## src/rtl/lsu_pkg.sv

```systemverilog
// Shared types for the data-memory load/store unit.
// Access sizes, FSM states and the alignment check.
package lsu_pkg;

  localparam int DWORD_W = 64;

  typedef enum logic [1:0] {
    SIZE_B = 2'd0,
    SIZE_H = 2'd1,
    SIZE_W = 2'd2,
    SIZE_D = 2'd3
  } size_e;

  typedef enum logic [1:0] {
    IDLE = 2'd0,
    RD   = 2'd1,
    WR   = 2'd2,
    RESP = 2'd3
  } state_e;

  function automatic logic misaligned(
    input size_e      s,
    input logic [2:0] off
  );
    unique case (s)
      SIZE_B:  misaligned = 1'b0;
      SIZE_H:  misaligned = off[0];
      SIZE_W:  misaligned = |off[1:0];
      default: misaligned = |off;
    endcase
  endfunction

endpackage

```

## src/rtl/dmem_lsu_if.sv

```systemverilog
// Request/response handshake plus the data_memory port.
// slave = the LSU, master = CPU side and memory responder.
interface dmem_lsu_if #(
  parameter int ADDR_W = 48
);
  import lsu_pkg::*;

  logic               req_valid;
  logic               req_ready;
  logic               req_we;
  logic [1:0]         req_size;
  logic               req_unsigned;
  logic [63:0]        req_addr;
  logic [DWORD_W-1:0] req_wdata;
  logic               resp_valid;
  logic               resp_ready;
  logic [DWORD_W-1:0] resp_rdata;
  logic               resp_err;
  logic [ADDR_W-1:0]  mem_address;
  logic               mem_Read;
  logic               mem_Write;
  logic [DWORD_W-1:0] mem_write_data;
  logic [DWORD_W-1:0] mem_read_data;

  modport slave (
    input  req_valid, req_we, req_size, req_unsigned,
    input  req_addr, req_wdata, resp_ready, mem_read_data,
    output req_ready, resp_valid, resp_rdata, resp_err,
    output mem_address, mem_Read, mem_Write, mem_write_data
  );

  modport master (
    output req_valid, req_we, req_size, req_unsigned,
    output req_addr, req_wdata, resp_ready, mem_read_data,
    input  req_ready, resp_valid, resp_rdata, resp_err,
    input  mem_address, mem_Read, mem_Write, mem_write_data
  );

endinterface

```

## src/rtl/lsu_lane_align.sv

```systemverilog
// Little-endian lane logic: load extract/extend and
// store mask/merge into a sampled doubleword.
module lsu_lane_align
  import lsu_pkg::*;
(
  input  size_e              i_size,
  input  logic               i_uns,
  input  logic [2:0]         i_off,
  input  logic [DWORD_W-1:0] i_rdata,
  input  logic [DWORD_W-1:0] i_wdata,
  output logic [DWORD_W-1:0] o_load,
  output logic [DWORD_W-1:0] o_merge
);

  logic [5:0]         w_sh;
  logic [DWORD_W-1:0] w_rsh;
  logic [DWORD_W-1:0] w_mask;
  logic [DWORD_W-1:0] w_lmask;

  assign w_sh  = {i_off, 3'b000};
  assign w_rsh = i_rdata >> w_sh;

  always_comb begin
    o_load = w_rsh;
    w_mask = '1;
    unique case (i_size)
      SIZE_B: begin
        w_mask = 64'hFF;
        o_load = i_uns ? {56'd0, w_rsh[7:0]}
                       : {{56{w_rsh[7]}}, w_rsh[7:0]};
      end
      SIZE_H: begin
        w_mask = 64'hFFFF;
        o_load = i_uns ? {48'd0, w_rsh[15:0]}
                       : {{48{w_rsh[15]}}, w_rsh[15:0]};
      end
      SIZE_W: begin
        w_mask = 64'hFFFF_FFFF;
        o_load = i_uns ? {32'd0, w_rsh[31:0]}
                       : {{32{w_rsh[31]}}, w_rsh[31:0]};
      end
      SIZE_D: begin
        w_mask = '1;
        o_load = w_rsh;
      end
    endcase
  end

  assign w_lmask = w_mask << w_sh;
  assign o_merge = (i_rdata & ~w_lmask)
                 | ((i_wdata << w_sh) & w_lmask);

endmodule

```

## src/rtl/dmem_lsu.sv

```systemverilog
// Load/store initiator for data_memory: one request at
// a time, RMW for partial stores, alignment/range faults.
module dmem_lsu
  import lsu_pkg::*;
#(
  parameter int ADDR_W     = 48,
  parameter int RD_LATENCY = 1
) (
  input logic       clk,
  input logic       rst_n,
  dmem_lsu_if.slave bus
);

  localparam int CW =
    (RD_LATENCY > 1) ? $clog2(RD_LATENCY) : 1;

  state_e             r_state;
  logic [CW-1:0]      r_cnt;
  logic               r_we;
  logic               r_uns;
  size_e              r_size;
  logic [2:0]         r_off;
  logic [DWORD_W-1:0] r_wdata;
  logic               r_resp_valid;
  logic               r_resp_err;
  logic [DWORD_W-1:0] r_rdata;
  logic               r_rd;
  logic               r_wr;
  logic [ADDR_W-1:0]  r_maddr;
  logic [DWORD_W-1:0] r_mwdata;

  logic               w_accept;
  logic               w_err;
  size_e              w_size;
  logic [DWORD_W-1:0] w_load;
  logic [DWORD_W-1:0] w_merge;

  assign bus.req_ready      = (r_state == IDLE) && rst_n;
  assign bus.resp_valid     = r_resp_valid;
  assign bus.resp_err       = r_resp_err;
  assign bus.resp_rdata     = r_rdata;
  assign bus.mem_address    = r_maddr;
  assign bus.mem_Read       = r_rd;
  assign bus.mem_Write      = r_wr;
  assign bus.mem_write_data = r_mwdata;

  assign w_accept = bus.req_valid && bus.req_ready;
  assign w_size   = size_e'(bus.req_size);
  // high bits beyond the doubleword index make the access out of range
  assign w_err = misaligned(w_size, bus.req_addr[2:0])
              || ((bus.req_addr >> (ADDR_W + 3)) != 64'd0);

  lsu_lane_align u_align (
    .i_size  (r_size),
    .i_uns   (r_uns),
    .i_off   (r_off),
    .i_rdata (bus.mem_read_data),
    .i_wdata (r_wdata),
    .o_load  (w_load),
    .o_merge (w_merge)
  );

  always_ff @(posedge clk or negedge rst_n) begin
    if (!rst_n) begin
      r_state      <= IDLE;
      r_cnt        <= '0;
      r_we         <= 1'b0;
      r_uns        <= 1'b0;
      r_size       <= SIZE_B;
      r_off        <= '0;
      r_wdata      <= '0;
      r_resp_valid <= 1'b0;
      r_resp_err   <= 1'b0;
      r_rdata      <= '0;
      r_rd         <= 1'b0;
      r_wr         <= 1'b0;
      r_maddr      <= '0;
      r_mwdata     <= '0;
    end else begin
      unique case (r_state)
        IDLE: if (w_accept) begin
          r_we    <= bus.req_we;
          r_uns   <= bus.req_unsigned;
          r_size  <= w_size;
          r_off   <= bus.req_addr[2:0];
          r_wdata <= bus.req_wdata;
          r_maddr <= bus.req_addr[ADDR_W+2:3];
          r_cnt   <= CW'(RD_LATENCY - 1);
          r_rdata <= '0;
          if (w_err) begin
            r_resp_valid <= 1'b1;
            r_resp_err   <= 1'b1;
            r_state      <= RESP;
          end else if (bus.req_we && w_size == SIZE_D) begin
            r_mwdata <= bus.req_wdata;
            r_wr     <= 1'b1;
            r_state  <= WR;
          end else begin
            r_rd    <= 1'b1;
            r_state <= RD;
          end
        end
        RD: if (r_cnt != '0) begin
          r_cnt <= r_cnt - 1'b1;
        end else begin
          r_rd <= 1'b0;
          if (r_we) begin
            r_mwdata <= w_merge;
            r_wr     <= 1'b1;
            r_state  <= WR;
          end else begin
            r_rdata      <= w_load;
            r_resp_valid <= 1'b1;
            r_state      <= RESP;
          end
        end
        WR: begin
          r_wr         <= 1'b0;
          r_resp_valid <= 1'b1;
          r_state      <= RESP;
        end
        RESP: if (bus.resp_ready) begin
          r_resp_valid <= 1'b0;
          r_resp_err   <= 1'b0;
          r_rdata      <= '0;
          r_state      <= IDLE;
        end
      endcase
    end
  end

endmodule
```

## src/flat_wrapper.sv

```systemverilog
// flat-port wrapper written by rule: the top's interface ports become plain ports
module dmem_lsu_flat import lsu_pkg::*;
#(
  parameter int ADDR_W     = 48,
  parameter int RD_LATENCY = 1
)
  (clk, rst_n, bus_req_valid, bus_req_we, bus_req_size, bus_req_unsigned, bus_req_addr, bus_req_wdata, bus_resp_ready, bus_mem_read_data, bus_req_ready, bus_resp_valid, bus_resp_rdata, bus_resp_err, bus_mem_address, bus_mem_Read, bus_mem_Write, bus_mem_write_data);
  dmem_lsu_if #(.ADDR_W(ADDR_W)) bus_i ();
  input logic clk;
  input logic rst_n;
  input wire logic [$bits(bus_i.req_valid)-1:0] bus_req_valid;
  input wire logic [$bits(bus_i.req_we)-1:0] bus_req_we;
  input wire logic [$bits(bus_i.req_size)-1:0] bus_req_size;
  input wire logic [$bits(bus_i.req_unsigned)-1:0] bus_req_unsigned;
  input wire logic [$bits(bus_i.req_addr)-1:0] bus_req_addr;
  input wire logic [$bits(bus_i.req_wdata)-1:0] bus_req_wdata;
  input wire logic [$bits(bus_i.resp_ready)-1:0] bus_resp_ready;
  input wire logic [$bits(bus_i.mem_read_data)-1:0] bus_mem_read_data;
  output wire logic [$bits(bus_i.req_ready)-1:0] bus_req_ready;
  output wire logic [$bits(bus_i.resp_valid)-1:0] bus_resp_valid;
  output wire logic [$bits(bus_i.resp_rdata)-1:0] bus_resp_rdata;
  output wire logic [$bits(bus_i.resp_err)-1:0] bus_resp_err;
  output wire logic [$bits(bus_i.mem_address)-1:0] bus_mem_address;
  output wire logic [$bits(bus_i.mem_Read)-1:0] bus_mem_Read;
  output wire logic [$bits(bus_i.mem_Write)-1:0] bus_mem_Write;
  output wire logic [$bits(bus_i.mem_write_data)-1:0] bus_mem_write_data;
  assign bus_i.req_valid = bus_req_valid;
  assign bus_i.req_we = bus_req_we;
  assign bus_i.req_size = bus_req_size;
  assign bus_i.req_unsigned = bus_req_unsigned;
  assign bus_i.req_addr = bus_req_addr;
  assign bus_i.req_wdata = bus_req_wdata;
  assign bus_i.resp_ready = bus_resp_ready;
  assign bus_i.mem_read_data = bus_mem_read_data;
  assign bus_req_ready = bus_i.req_ready;
  assign bus_resp_valid = bus_i.resp_valid;
  assign bus_resp_rdata = bus_i.resp_rdata;
  assign bus_resp_err = bus_i.resp_err;
  assign bus_mem_address = bus_i.mem_address;
  assign bus_mem_Read = bus_i.mem_Read;
  assign bus_mem_Write = bus_i.mem_Write;
  assign bus_mem_write_data = bus_i.mem_write_data;
  dmem_lsu #(.ADDR_W(ADDR_W), .RD_LATENCY(RD_LATENCY)) u_core (.clk(clk), .rst_n(rst_n), .bus(bus_i));
endmodule
```

## config.mk

```make
export PLATFORM = sky130hd
export DESIGN_NAME = dmem_lsu_flat
export DESIGN_NICKNAME = d
export VERILOG_FILES = /design/src/rtl/lsu_pkg.sv /design/src/rtl/dmem_lsu_if.sv /design/src/rtl/lsu_lane_align.sv /design/src/rtl/dmem_lsu.sv /design/src/flat_wrapper.sv
export SDC_FILE = /design/constraint.sdc
export NUM_CORES = 1
export LEC_CHECK = 0
export CAP_MARGIN = 10
export CORE_UTILIZATION = 34
export CTS_CLUSTER_DIAMETER = 50
export DETAILED_ROUTE_END_ITERATION = 12
export SLEW_MARGIN = 25
export SYNTH_ARGS = -nofsm -noshare
export SYNTH_HDL_FRONTEND = slang
export SYNTH_SLANG_ARGS = --single-unit
```

## constraint.sdc

```tcl
create_clock -name clk -period 2.8 [get_ports clk]
set_input_delay 0.56 -clock clk [delete_from_list [all_inputs] [get_ports clk]]
set_output_delay 0.56 -clock clk [all_outputs]
set_load 0.02 [all_outputs]
```

==> key figures <==
Run status
  – Status: complete, no violations

Worst setup path
  – Crit path kind: reg2reg
  – Startpoint types: flip-flop
  – Crit path capture type: flip-flop
  – Arrival @ worst endpoint: 3030 ps
  – CP Max Fanout: 21
  – Worst Path Required: 3190 ps

Routing
  – Routed WL: 62,100 µm
  – DRT Pass-1 Iters: 6
  – Vias per cell: 5.66
  – Starting DRC count in detailed routing: 1,070
  – Post-route ant nets: 0
  – Via count: ~14,000
  – Post-DR wirelength/cell: between 20 and 30 µm
  – Residual DRC: 0

Synthesis
  – Mapped Avg Cell Area: 10.6 µm²
  – Yosys reg bits: between 200 and 300
  – Netlist cell types: 67
  – Synthesized area: 0.0148 mm²
  – Ys flop type: dfrtp_1
  – Sequential share of the synthesized area: 42.7%
  – Asr flop ratio synth: 100%
  – Syn_nets: 1,607
  – Synth top cells by count: dfrtp_1, mux2_2, mux2i_1
  – Warnings from Yosys: 0
  – Area contributors post-synth: dfrtp_1, mux2_2, mux2i_1, mux4_2, nand2_1
  – Post-synth EDFFs: 0
  – Mapped Cells: 1,401
  – Area leader, netlist: dfrtp_1
  – Top cell type's share of synthesized area: roughly 43%
  – Top-count cell post-synth: dfrtp_1

Power
  – Sequential Power Share: 26.2%
  – Maximum VDD drop: 0.567 mV
  – Power per standard cell area: 1330 mW/mm²
  – Power share of the clock group: between 10% and 20%
  – Switching part of the total power: 43.3%
  – Int Pwr: 15.8 mW
  – Total net switching power: 12.0 mW
  – Gate power share: a little under three fifths
  – P_leak: 8.63 nW

Placed design
  – Gpl congestion: 0.967
  – I/O Buffers: 380
  – Cell Area, Placed: about 0.02 mm²
  – HPWL Detailed: roughly 47,000 µm
  – Place WS: -174 ps

STA
  – Tmin final: 2640 ps
  – Setup Total Neg Slack: 0 ps
  – Final setup margin: 161 ps
  – Final Skew: about 31 ps
  – Normalized max-slew margin: 42.6%
  – Hold Fails Final Rpt: 0
  – RSZ-0062 raised after global routing: false
  – Achievable clock frequency: approximately 380 MHz
  – Final setup viols: 0
  – Worst Max-Slew Pin Slew: approximately 860 ps
  – Final worst-path cycle share: 94.3%
  – Max-slew violation total from the final report: 0

Floorplan
  – Total core area: 0.0431 mm²
  – Die width: 211 µm
  – Starting density of the core: between 30% and 40%
  – Die height: 211 µm
  – FP Rows: 76
  – Area of the die: 0.0445 mm²
  – Ports: ~380

Finish
  – Share of cells above drive strength 1: about 22%
  – Area growth from synthesis to layout: 41.4%
  – Final core utilization: 48.7%
  – Finished Cell Area: 0.0210 mm²
  – Antenna Cells: 0
  – Nets@finish: approximately 2,000

Clocking
  – CTS HTree Levels: 2
  – Clock Pin Slew Worst Setup and Hold Paths: roughly 50 ps
  – Clk buf depth: 3
  – Later-pin clock latency in the skew report: 570 ps
  – # Post-CTS Setup Buffers: 0
  – TritonCTS Buffers: 38
  – CTS tree: yes
  – CTS Root Cell: clkbuf_16
  – Clock Sinks: 253

Global route
  – Gr ovfl total: 0
  – Total GRT Usage: between 20% and 30%
  – Largest net degree at the start of global routing: 102
  – Initial antenna violation count: 2
  – First-pass GRT wire length: 90,300 µm
  – Vias in the first global route: about 14,000

Job
  – MaxCap Viol Count: 0

Hold path
  – Min-Delay Path Class: reg2reg
-- layout make-up --
| type | instances | area, µm² |
|---|---|---|
| Clock buffer | 47 | 1070 |
| Clock inverter | 23 | 323 |
| Fill cell | 4029 | 22100 |
| Inverter | 28 | 105 |
| Multi-Input combinational cell | 1004 | 7830 |
| Sequential cell | 253 | 6340 |
| Tap cell | 585 | 732 |
| Timing Repair Buffer | 462 | 4570 |
-- power groups by stage --
stage / combinational [mW] / clock (mW) / sequential, mW
after floorplan: 8.12 / 0 / 7.98
after global placement: 15.1 / 0 / 7.25
after detailed placement: 15.3 / 0 / 7.30
after CTS: 15.3 / 5.29 / 7.27
after global routing: 16.3 / 5.45 / 7.47
final: 15.4 / 5.18 / 7.28
-- metrics by stage --
step           hold WS [ps]  power [mW]  std cells
6_report                486        27.8       2402
3_3_place_gp            400        22.4       2331
5_1_grt                 510        29.2       2402
2_1_floorplan           264        16.1       1401
4_1_cts                 485        27.9       2402
3_5_place_dp            401        22.6       2331
-- worst paths after layout --
path / endpoint / slack, ps / cells past startpoint / from
max reg2reg: u_core.bus.mem_write_data[45] / 160 / 7 / u_core.r_off[2]
min reg2reg: u_core.bus.resp_rdata[15] / 490 / 2 / u_core.bus.resp_rdata[15]
min: u_core.bus.resp_rdata[15] / 490 / 2 / u_core.bus.resp_rdata[15]
max: u_core.bus.mem_write_data[45] / 160 / 7 / u_core.r_off[2]
min in group asynchronous: u_core.r_off[0] / 540 / 2 / rst_n
max in group asynchronous: u_core.bus.mem_write_data[61] / 710 / 4 / rst_n
-- critical path, stage by stage (launching register included) --
cell      delay, ps
dfrtp_4         600
buf_4           310
buf_4           320
mux2_2          380
nor2_1           90
a211oi_1         60
o311ai_0        520
o21ai_0         170
-- routing by layer --
layer  wire [µm]  global-route usage, %  part of all wire [%]
met5          11                      0                 0.018
met4        2640                   12.1                   4.2
met3        4870                   6.02                   7.8
met2       28500                   43.9                    46
met1       26100                   36.6                    42
-- cell families after synthesis --
logic type                 synth area share [%]
DFF                                        42.7
muxes                                      26.5
buffers and inverters                      4.59
and+or+nand+nor                            8.40
adders and majority gates                 0.506
AOI/OAI and AO/OA                          17.3
-- repair_timing --
action	in CTS	in global routing
endpoints found under the setup margin	0	1
hold buffers	1	0
endpoints found under the hold margin	12	0
gates resized for setup	0	1
-- placed cells by master (no fill, tap or decap), types with 9 or more instances in the layout --
cell type / instances
dfrtp_1: 250
o211ai_1: 12
a221oi_1: 16
a21oi_1: 83
nand2_1: 114
a22o_1: 18
o2bb2ai_1: 15
and3_1: 10
mux4_2: 21
mux2_2: 191
a22oi_1: 56
o22ai_1: 10
buf_4: 70
a31oi_1: 19
mux2i_1: 130
clkbuf_16: 39
nand3_1: 11
buf_12: 11
o21ai_0: 59
inv_1: 25
nor2_1: 107
o221ai_1: 9
clkdlybuf4s50_1: 378
-- flip-flops by register name (all words and copies together), names as in the netlist, 2 cells and up --
name,flops
u_core.bus.mem_address,48
u_core.bus.mem_write_data,64
u_core.bus.resp_rdata,64
u_core.r_off,3
u_core.r_size,2
u_core.r_state,2
u_core.r_wdata,64
(Power assumes the default switching activity.)
==> variant 1, RTL diff (same flow settings) <==
`ADDR_W` is set to 48 in 3 places; all go to 56.
--- a/src/rtl/dmem_lsu_if.sv
+++ b/src/rtl/dmem_lsu_if.sv
@@ -1,7 +1,7 @@
 // Request/response handshake plus the data_memory port.
 // slave = the LSU, master = CPU side and memory responder.
 interface dmem_lsu_if #(
-  parameter int ADDR_W = 48
+  parameter int ADDR_W = 56
 );
   import lsu_pkg::*;
 
--- a/src/rtl/dmem_lsu.sv
+++ b/src/rtl/dmem_lsu.sv
@@ -3,7 +3,7 @@
 module dmem_lsu
   import lsu_pkg::*;
 #(
-  parameter int ADDR_W     = 48,
+  parameter int ADDR_W     = 56,
   parameter int RD_LATENCY = 1
 ) (
   input logic       clk,
--- a/src/flat_wrapper.sv
+++ b/src/flat_wrapper.sv
@@ -1,7 +1,7 @@
 // flat-port wrapper written by rule: the top's interface ports become plain ports
 module dmem_lsu_flat import lsu_pkg::*;
 #(
-  parameter int ADDR_W     = 48,
+  parameter int ADDR_W     = 56,
   parameter int RD_LATENCY = 1
 )
   (clk, rst_n, bus_req_valid, bus_req_we, bus_req_size, bus_req_unsigned, bus_req_addr, bus_req_wdata, bus_resp_ready, bus_mem_read_data, bus_req_ready, bus_resp_valid, bus_resp_rdata, bus_resp_err, bus_mem_address, bus_mem_Read, bus_mem_Write, bus_mem_write_data);
Ports: changed (resized bus_mem_address); port bits go from 381 to 389. The function was not compared with the original's and may differ.
==> variant 1 against the original RTL <==
  * Count of clock-buffer cells in the layout shrank 1
  * Clock power shrank 7.5%
  * Cell area shrank 1.1%
  * Sequential cell count grew 8
  * Wire length shrank 0.78%
  * Setup slack lost 71 ps
  * Core utilization shrank 0.53 points
  * Synthesized area is essentially flat
  * Maximum frequency shrank 2.6%
  * Hold slack lost 15 ps
  * Sequential share of layout area grew 1.3 points
  * Via count grew 3.7%
  * Power shrank 3.7%
  * Critical endpoint is now bus_req_ready
  * Highest routed layer unchanged
==> variant 1: results (changes against the original RTL) <==
Parameter                              Value

Critical path
  Critical-path cell with the highest stage delay ... clkdlybuf4s50_1 (was dfrtp_4)
  Critical path peak fanout ... 27 (was 21)
  Critical path's top delay family ... buffers and inverters (was compound AO/OA/AOI/OAI gates)
  Critical R2R Launch ... u_core.r_state[1] (was u_core.r_off[2])
  Setup crit start ... rst_n (was u_core.r_off[2])

Global route
  Global-route wire length before repair ... 90900 µm (was 90300 µm)
  Pin count of the biggest net entering global routing ... 132 (was 102)
  Met3 Use GR ... 6.65% (was 6.02%)
  Tot GR Track Use ... 27.5% (was 27.8%)
  Vias in the first global route ... 14200 (was 13800)
  GR Layer Usage met1 ... 37.5% (was 36.6%)
  Number of antenna violations at the first check in global routing ... 5 (was 2)

Drt
  DR WL met2 ... 27500 µm (was 28500 µm)

Placement
  Routability cong. ... 0.972 (was 0.967)
  Port bufs ... 388 (was 380)
  Cell area reported after detailed placement ... 19400 µm² (was 19600 µm²)
  Placement-stage worst setup slack ... 0.995 ps (was -174 ps)
  Cells after DPL ... 2512 (was 2331)
  Hpwl dp ... 46200 µm (was 47500 µm)

Run status
  Outcome ... finished, final reports clean (unchanged)

Logic synthesis
  Cells after synthesis ... 1598 (was 1401)
  Cell types with the largest area share after synthesis ... dfrtp_1, nand2_1, mux2i_1 (was dfrtp_1, mux2_2, mux2i_1)
  Sequential fraction of the synthesis area ... 44.0% (was 42.7%)

Power
  Switching share of total power ... 45.2% (was 43.3%)
  Static Leakage ... 0.00912 µW (was 0.00863 µW)
  Clk. pwr ... 4790 µW (was 5180 µW)

Clocking
  Number of gates resized after CTS ... 1 (was 0)

Timing
  Final critical path time including I/O delays and setup ... 2710 ps (was 2640 ps)

Final layout
  Non-filler cells in the finished layout ... 2582 (was 2402)

Min path
  Class of the most critical hold timing path ... input port to asynchronous set/reset pin (was flip-flop to flip-flop)
variant 1: cell types whose count changed in the layout (fill, tap and decap cells not counted), sizes merged, moves of 13 or more:
| cell | change |
|---|---|
| a211oi | +13 |
| a21o | +16 |
| a221oi | -14 |
| a22o | +31 |
| a22oi | -48 |
| a31oi | -15 |
| buf | -16 |
| mux2 | -163 |
| mux2i | -22 |
| mux4 | +18 |
| nand2 | +396 |
| nand3 | +15 |
| nor2 | -43 |
| o21ai | +36 |
variant 1: kinds of logic after synthesis:
| family | count (synthesis) | synth area share, % |
|---|---|---|
| adder cells (fa/ha/maj) | 6 | 0.506 |
| buffers and inverters | 139 | 5.18 |
| multiplexers | 175 | 15.4 |
| flip-flops | 261 | 44.0 |
| AO/OA/AOI/OAI | 380 | 17.8 |
| AND/OR/NAND/NOR | 637 | 17.1 |
variant 1: how the worst min path moves through the flow:
stage           from                        end  slack [ps]  depth (start not counted)
6_report       rst_n   u_core.bus.resp_rdata[1]         470                          2
5_1_grt        rst_n   u_core.bus.resp_rdata[1]         470                          2
4_1_cts        rst_n   u_core.bus.resp_rdata[1]         440                          2
3_5_place_dp   rst_n  u_core.bus.resp_rdata[17]         420                          1
3_3_place_gp   rst_n  u_core.bus.resp_rdata[17]         420                          1
2_1_floorplan  rst_n        u_core.bus.mem_Read         260                          0
variant 1: cell type report:
type | instances | area, µm² | area share (%)
Inverter | 15 | 56.3 | 0.272
Antenna cell | 3 | 7.51 | 0.0362
Sequential cell | 261 | 6540 | 31.5
Timing Repair Buffer | 454 | 4550 | 21.9
Multi-Input combinational cell | 1198 | 7600 | 36.6
Clock buffer | 46 | 1050 | 5.07
Clock inverter | 20 | 204 | 0.984
Tap cell | 585 | 732 | 3.53
==> variant 2, RTL diff (same settings) <==
Made on the original files. Make the reset (`rst_n`) synchronous in one clocked block.
--- a/src/rtl/dmem_lsu.sv
+++ b/src/rtl/dmem_lsu.sv
@@ -60,7 +60,7 @@
     .o_merge (w_merge)
   );
 
-  always_ff @(posedge clk or negedge rst_n) begin
+  always_ff @(posedge clk) begin
     if (!rst_n) begin
       r_state      <= IDLE;
       r_cnt        <= '0;
Check against the original RTL: not equivalent (Yosys sat finds a counterexample within 4 cycles, from zero or initial values and one cycle with rst_n low; the reset may be asserted at any time).
==> variant 2 against the original RTL <==
  * Synthesized area down 7.5%
  * Cell area fell by 6.6%
  * Wire length down 1.3%
  * Maximum frequency fell by 0.72%
  * Global-route usage grew 1.4 points
  * Clock skew fell by 6.9 ps
  * Sequential cell count is the same
  * First-iteration DRC count increased by 16%
  * Setup slack worse by 19 ps
  * Critical endpoint is now bus_req_ready
Power is not compared: it rests on default switching activity, and its combinational part moved more than twofold at a synthesized area within 25%.
==> variant 2: results (changes against the original RTL) <==
Parameter                              Value

Critical path
  Critical R2R Launch ... u_core.r_state[0] (was u_core.r_off[2])
  Critical path's top delay family ... buffers and inverters (was compound AO/OA/AOI/OAI gates)
  Critical path peak fanout ... 8 (was 21)
  Critical-path cell with the highest stage delay ... clkdlybuf4s50_1 (was dfrtp_4)

Global route
  Pin count of the biggest net entering global routing ... 186 (was 102)
  Tot GR Track Use ... 29.2% (was 27.8%)
  Global-route wire length before repair ... 90600 µm (was 90300 µm)
  Vias in the first global route ... 14300 (was 13800)
  Number of antenna violations at the first check in global routing ... 5 (was 2)

Placement
  Cell area reported after detailed placement ... 18300 µm² (was 19600 µm²)
  Cells after DPL ... 2476 (was 2331)
  Routability cong. ... 0.957 (was 0.967)

Logic synthesis
  Post-synth top flop ... dfxtp_1 (was dfrtp_1)
  Cells after synthesis ... 1653 (was 1401)
  Sequential fraction of the synthesis area ... 36.9% (was 42.7%)
  Top post-synthesis cells by count ... nand2_1, dfxtp_1, nand3_1, clkbuf_1, mux2i_1 (was dfrtp_1, mux2_2, mux2i_1, nand2_1, nor2_1)
  Post-synth ARST share ... 0% (was 100%)

Drt
  Routed length per instance ... 24.1 µm (was 25.9 µm)
  Number of vias after detailed routing ... 14700 (was 13600)
  Per-cell via count in the routed design ... 5.75 (was 5.66)
  Violation count after the first detailed-routing iteration ... 1244 (was 1070)

Final layout
  Number of nets at the end of the flow ... 2197 (was 1993)
  Filler Cells Inserted ... 3815 (was 4029)

Min path
  Origin of the worst min-delay path ... rst_n (was u_core.bus.resp_rdata[15])

Timing
  Pin slew with the least headroom to its limit ... 947 ps (was 858 ps)
  Clock skew after layout ... 23.6 ps (was 30.6 ps)

Run status
  Outcome ... finished, final reports clean (unchanged)

Clocking
  Total clock buffers created by CTS ... 39 (was 38)
==> variant 2: cell types whose count changed in the layout (fill, tap and decap cells not counted), sizes merged, moves of 13 or more <==
| cell | delta |
|---|---|
| o22ai | +28 |
| dfrtp | -253 |
| nand2 | +247 |
| a22oi | -13 |
| nor2 | -69 |
| o21a | +15 |
| o2bb2ai | -15 |
| mux2 | -118 |
| a31oi | -18 |
| dfxtp | +253 |
| nand3 | +123 |
| o211ai | +15 |
| mux2i | -26 |
| o31ai | +27 |
==> variant 2: repair_timing <==
action,in CTS,in global routing
hold buffers,0,0
cloned,0,0
pin swaps,0,0
endpoints found under the setup margin,1,5
gates resized for setup,1,2
==> variant 2: kinds of logic after synthesis <==
kind of cell | after synthesis | share of synthesized area [%]
AO/OA/AOI/OAI | 432 | 22.1
adder cells (fa/ha/maj) | 5 | 0.456
flip-flops | 253 | 36.9
multiplexers | 193 | 16.2
AND/OR/NAND/NOR | 601 | 19.1
buffers and inverters | 169 | 5.26
==> variant 2: routing by layer <==
layer	GRT usage, %	share of wire (%)	routed length (µm)
met5	0	0.057	35
met4	13.1	4.4	2690
met3	8.20	9.0	5540
met2	48.3	47	28800
met1	35.0	40	24300
==> variant 2: final cells by class <==
type,count,area (µm²),share of cell area (%)
Multi-Input combinational cell,1231,7990,40.8
Sequential cell,253,5070,25.9
Timing Repair Buffer,449,4500,23.0
Clock buffer,53,1120,5.73
Tap cell,525,657,3.36
Clock inverter,18,168,0.856
Inverter,18,67.6,0.345
Antenna cell,1,2.50,0.0128
==> variant 2: worst paths after layout <==
check	endpoint	slack, ps	depth (start not counted)
setup reg to reg	u_core.bus.resp_rdata[24]	150	7
hold / removal	u_core.bus.resp_err	310	2
setup / recovery	bus_req_ready	140	5
hold reg to reg	u_core.bus.mem_address[38]	450	2
==> variant 2: power groups by stage <==
stage,Combinational (µW),Sequential (µW),Clock (µW)
after floorplan,3620,5580,0
after global placement,7210,5170,0
after detailed placement,7240,5180,0
after CTS,7280,5120,4930
after global routing,7800,5210,5080
final,7360,5140,4850
==> variant 2: per-stage QoR <==
step                      worst slack [ps]  utilization, %  hold WS (ps)  power (µW)
after floorplan                        566               -           432        9210
after global placement                1.62            46.0           440       12400
after detailed placement             -64.4            46.0           445       12400
after CTS                             41.8            49.2           289       17300
after global routing                  46.9            49.3           312       18100
final                                  142            49.3           310       17300
